### src/rtl/fake_jpeg_15314_launch_stage.sv
// Registered launch/capture stage around the fake_jpeg_15314_n_89 netlist: 2-entry stimulus FIFO,
// drive register, programmable settle wait, tagged result handshake. Optional parity: FAKE_JPEG_15314_PARITY_EN.
module fake_jpeg_15314_launch_stage #(
  parameter int SETTLE = 2,
  parameter int TAG_W  = 8
) (
  input  logic             clk,
  input  logic             rst,
  input  logic             in_valid,
  output logic             in_ready,
  input  logic [26:0]      in_vec,
  output logic [26:0]      drv_n,
  input  logic             n_89,
  output logic             res_valid,
  input  logic             res_ready,
  output logic             res_bit,
  output logic [TAG_W-1:0] res_tag
`ifdef FAKE_JPEG_15314_PARITY_EN
  ,
  input  logic             in_par,
  output logic             par_err
`endif
);

  localparam logic [3:0] CNT_INIT = 4'(SETTLE - 1);

  typedef enum logic [1:0] {S_IDLE, S_SETTLE, S_RESP} state_t;

  state_t      state_q, state_d;
  logic [26:0] mem [2];
  logic        rd_ptr, wr_ptr;
  logic [1:0]  count;
  logic [3:0]  cnt_q;
  logic        accept, par_ok, push, pop, sample, done;

  // No pass-through: a full FIFO refuses even if the FSM pops this cycle.
  assign in_ready = (count != 2'd2) && !rst;
  assign accept   = in_valid && in_ready;

`ifdef FAKE_JPEG_15314_PARITY_EN
  assign par_ok = ~^{in_vec, in_par};
`else
  assign par_ok = 1'b1;
`endif

  assign push      = accept && par_ok;
  assign res_valid = (state_q == S_RESP);

  always_ff @(posedge clk or posedge rst) begin
    if (rst) state_q <= S_IDLE;
    else     state_q <= state_d;
  end

  always_comb begin
    state_d = state_q;
    pop     = 1'b0;
    sample  = 1'b0;
    done    = 1'b0;
    case (state_q)
      S_IDLE: begin
        if (count != 2'd0) begin
          pop     = 1'b1;
          state_d = S_SETTLE;
        end
      end
      S_SETTLE: begin
        if (cnt_q == 4'd0) begin
          sample  = 1'b1;
          state_d = S_RESP;
        end
      end
      S_RESP: begin
        if (res_ready) begin
          done    = 1'b1;
          state_d = S_IDLE;
        end
      end
      default: state_d = S_IDLE;
    endcase
  end

  // Storage needs no reset; occupancy is tracked by count/pointers.
  always_ff @(posedge clk) begin
    if (push) mem[wr_ptr] <= in_vec;
  end

  always_ff @(posedge clk or posedge rst) begin
    if (rst) begin
      rd_ptr  <= 1'b0;
      wr_ptr  <= 1'b0;
      count   <= 2'd0;
      drv_n   <= '0;
      cnt_q   <= 4'd0;
      res_bit <= 1'b0;
      res_tag <= '0;
    end else begin
      if (push) wr_ptr <= ~wr_ptr;
      if (pop)  rd_ptr <= ~rd_ptr;
      case ({push, pop})
        2'b10:   count <= count + 2'd1;
        2'b01:   count <= count - 2'd1;
        default: count <= count;
      endcase
      if (pop) begin
        drv_n <= mem[rd_ptr];
        cnt_q <= CNT_INIT;
      end else if (state_q == S_SETTLE && cnt_q != 4'd0) begin
        cnt_q <= cnt_q - 4'd1;
      end
      if (sample) res_bit <= n_89;
      if (done)   res_tag <= res_tag + TAG_W'(1);
    end
  end

`ifdef FAKE_JPEG_15314_PARITY_EN
  always_ff @(posedge clk or posedge rst) begin
    if (rst) par_err <= 1'b0;
    else     par_err <= accept && !par_ok;
  end
`endif

endmodule
### config.mk
export PLATFORM = sky130hd
export DESIGN_NAME = fake_jpeg_15314_launch_stage
export DESIGN_NICKNAME = d
export VERILOG_FILES = /design/src/rtl/fake_jpeg_15314_launch_stage.sv
export SDC_FILE = /design/constraint.sdc
export NUM_CORES = 1
export LEC_CHECK = 0
export CAP_MARGIN = 20
export CORE_ASPECT_RATIO = 1.75
export CORE_UTILIZATION = 30
export DETAILED_ROUTE_END_ITERATION = 7
export PLACE_DENSITY_LB_ADDON = 0.2
export SLEW_MARGIN = 5
export SYNTH_ARGS = -nofsm -noshare
export SYNTH_HDL_FRONTEND = slang
export SYNTH_SLANG_ARGS = --single-unit
### constraint.sdc
create_clock -name clk -period 2.7 [get_ports clk]
set_clock_uncertainty 0.05 [all_clocks]
set_input_delay 0.54 -clock clk [delete_from_list [all_inputs] [get_ports clk]]
set_output_delay 0.54 -clock clk [all_outputs]
set_load 0.01 [all_outputs]
==> flow_metrics.tcl <==
set metrics [dict create \
    status "finished clean" \
    drive_gt1_frac 0.2613 \
    post-route-period-util 0.8869 \
    avgRoutedWirePerCell_um 15.45 \
    synth_top_cells_by_area "edfxtp_1 (41%), dfrtp_1 (29%), mux2_2 (13%)" \
    hp-class "reg -> reg" \
    drc_errors 0 \
    highest_layer "met4" \
    clk_latency_ps 350 \
    crit_path_frequent_cell "clkdlybuf4s50_1" \
    final_common_cell "clkdlybuf4s50_1" \
    synthesis.nets 264 \
    antenna_found_initial 0 \
    wirelength_mm 7.433 \
    setup_ws_ps 305.5 \
    hold_viol_final 0 \
    mappedNetlistArea_um2 3933 \
    cp.buffers_inverters 3 \
    numCtsBuffers 9 \
    cpPeakStageDelay_ps 500 \
    grt_pass1_vias 2277 \
    clk_pin_slew_worst_paths_ps 70 \
    slew_viol_final 0 \
    leakage_nw 1.932 \
    maxCapViolations 0 \
    cts_resized 0 \
    drt_iter0_drc 87 \
    cp_top_family "buffers and inverters" \
    switching_share 0.2959 \
    path_class "in -> out" \
    final_cell_mix "clkdlybuf4s50_1 (69), edfxtp_1 (54), mux2_2 (46), dfrtp_1 (46), mux2_4 (10)" \
    initial_core_util 0.3056 \
    rows 55 \
    final_area_um2 5110 \
    grt_setup_unrepaired "no" \
    cts_tree "built" \
    grt-ovfl-total 0 \
    crit_required_ps 2110 \
    syn2layout_area_growth_pct 29.94 \
    cts.path.max_buffers 2 \
    startpoint_type "primary input" \
    antenna_left 0 \
    met2_wirelength_mm 4.107 \
    dieArea_um2 13590 \
    netlist_instances 228 \
    clockRootBuffer "clkbuf_16" \
    vias_per_cell 4.401 \
    io_buffers 69 \
    io_pins 70 \
    cts.sinks 100 \
    tightest_slew_ps 640.8 \
    synth_top_area_share 0.4123 \
    post_cts_buffers 0 \
    slowest_stage "clkdlybuf4s50_1" \
    placed_area_um2 4832 \
    pwr-share-seq 0.414 \
    fin_cells 481 \
    grt_max_degree 47 \
    wl_met1_mm 2.820 \
    h-tree-depth 3 \
    met3_length_um 362 \
    core_um2 12870 \
    pre_cts_slack_ps 285.6 \
    min_period_ps 2395 \
    synth-seq-cells 100 \
    synth_top_area_cell "edfxtp_1" \
    path_max_fanout 3 \
    nets 341 \
    place_congestion 0.7036 \
    fp.dieW_um 88.55 \
    grt_pass1_wl_mm 11.96 \
    synth_area_per_cell_um2 17.25 \
    die_y_um 153.5 \
    placed_cells 465 \
    vias 2117 \
    max_freq_mhz 417.6 \
    cp.arrival_ps 1800 \
    cts_hold_buf 0 \
    slew_headroom 0.5728 \
    end_kind "primary output" \
    dpl.hpwl_mm 4.918 \
    synth_warnings 0 \
    tns_ps 0 \
    setup_violations 0 \
    track_usage 0.1215 \
    drt_pass1_iterations 4 \
    n_antenna_cell 0 \
    yosysSeqAreaShare 0.7051 \
    power.share.combinational 0.367 \
    vdd_ir_drop_max_mv 0.4457 \
    ys_types 33 \
    hold_ws_ps 423.0 \
    p_switching_mw 1.633 \
    clkPwrFrac 0.220 \
    cellPowerDensity_nw_per_um2 1080 \
    p_int_mw 3.885 \
    cp_cell_sequence "clkdlybuf4s50_1, clkinvlp_4, o21a_1, clkdlybuf4s50_1" \
]
## power by group through the flow
stage	clock [mW]	sequential, mW	combinational (mW)
floorplan	0	2.37	1.28
global placement	0	2.31	2.03
detailed placement	0	2.32	2.07
CTS	1.24	2.29	2.07
global route	1.30	2.35	2.19
finish	1.21	2.28	2.02
## synth_stat cells, drive strengths merged
cell type and instances:
mux2 56, edfxtp 54, dfrtp 46, buf 7, inv 7, nand2 7
nor3 6, xnor2 6, xor2 6, nor2 5, ha 4, o21ai 4
and3 3, a21oi 2, nand3 2, nand3b 2, a311oi 1, a31o 1
clkbuf 1, mux2i 1, nor2b 1, nor3b 1, nor4 1, o211ai 1
o21a 1, or3 1, or3b 1
## worst register-to-register path, cell delays in order (launching register included)
cell and delay (ps):
dfrtp_1 470, nor2_1 60, or3_1 450, inv_6 330, ha_1 320, nor2_1 140
xnor2_1 130
## layer usage
| layer | GRT usage | vias to the layer above |
|---|---|---|
| met2 | 0.2103 | 45 |
| met1 | 0.1323 | 1080 |
| met4 | 0.05530 | 0 |
| li1 | - | 979 |
| met5 | 0 | - |
| met3 | 0.03726 | 13 |
## kinds of logic after synthesis
| logic type | share of synthesized area |
|---|---|
| adder cells (fa/ha/maj) | 0.01273 |
| XOR/XNOR | 0.02673 |
| flip-flops | 0.7051 |
| buffers and inverters | 0.02799 |
| multiplexers | 0.1724 |
| AND/OR/NAND/NOR | 0.03914 |
| AO/OA/AOI/OAI | 0.01591 |
## state kept, by name, summed over array words and instances, names as in the netlist
name and count:
mem 54, drv_n 27, res_tag 8, cnt_q 4
count 2, state_q 2, rd_ptr 1, res_bit 1
wr_ptr 1
## cell type report
type,count,area [µm²]
repair buffers,74,753.2
clock inverters,6,48.80
inverters,7,35.03
multi-input cells,113,1057
well taps,171,214.0
fillers,1229,7759
flip-flops and latches,100,2773
clock buffers,10,229.0
## metrics by stage
stage | total power [mW] | utilization
CTS | 5.607 | 0.3971
floorplan | 3.651 | -
detailed placement | 4.387 | 0.3755
finish | 5.518 | 0.3971
global route | 5.847 | 0.3971
global placement | 4.340 | 0.3755
## final timing paths
kind,from,endpoint,slack (ps),depth (start not counted)
max in group asynchronous,rst,drv_n[10],1410,3
setup / recovery,rst,in_ready,310,4
setup reg to reg,count[0],count[1],680,6
hold / removal,res_tag[7],res_tag[7],420,1
min in group asynchronous,rst,cnt_q[1],770,3
hold reg to reg,res_tag[7],res_tag[7],420,1
(Power assumes the default switching activity.)
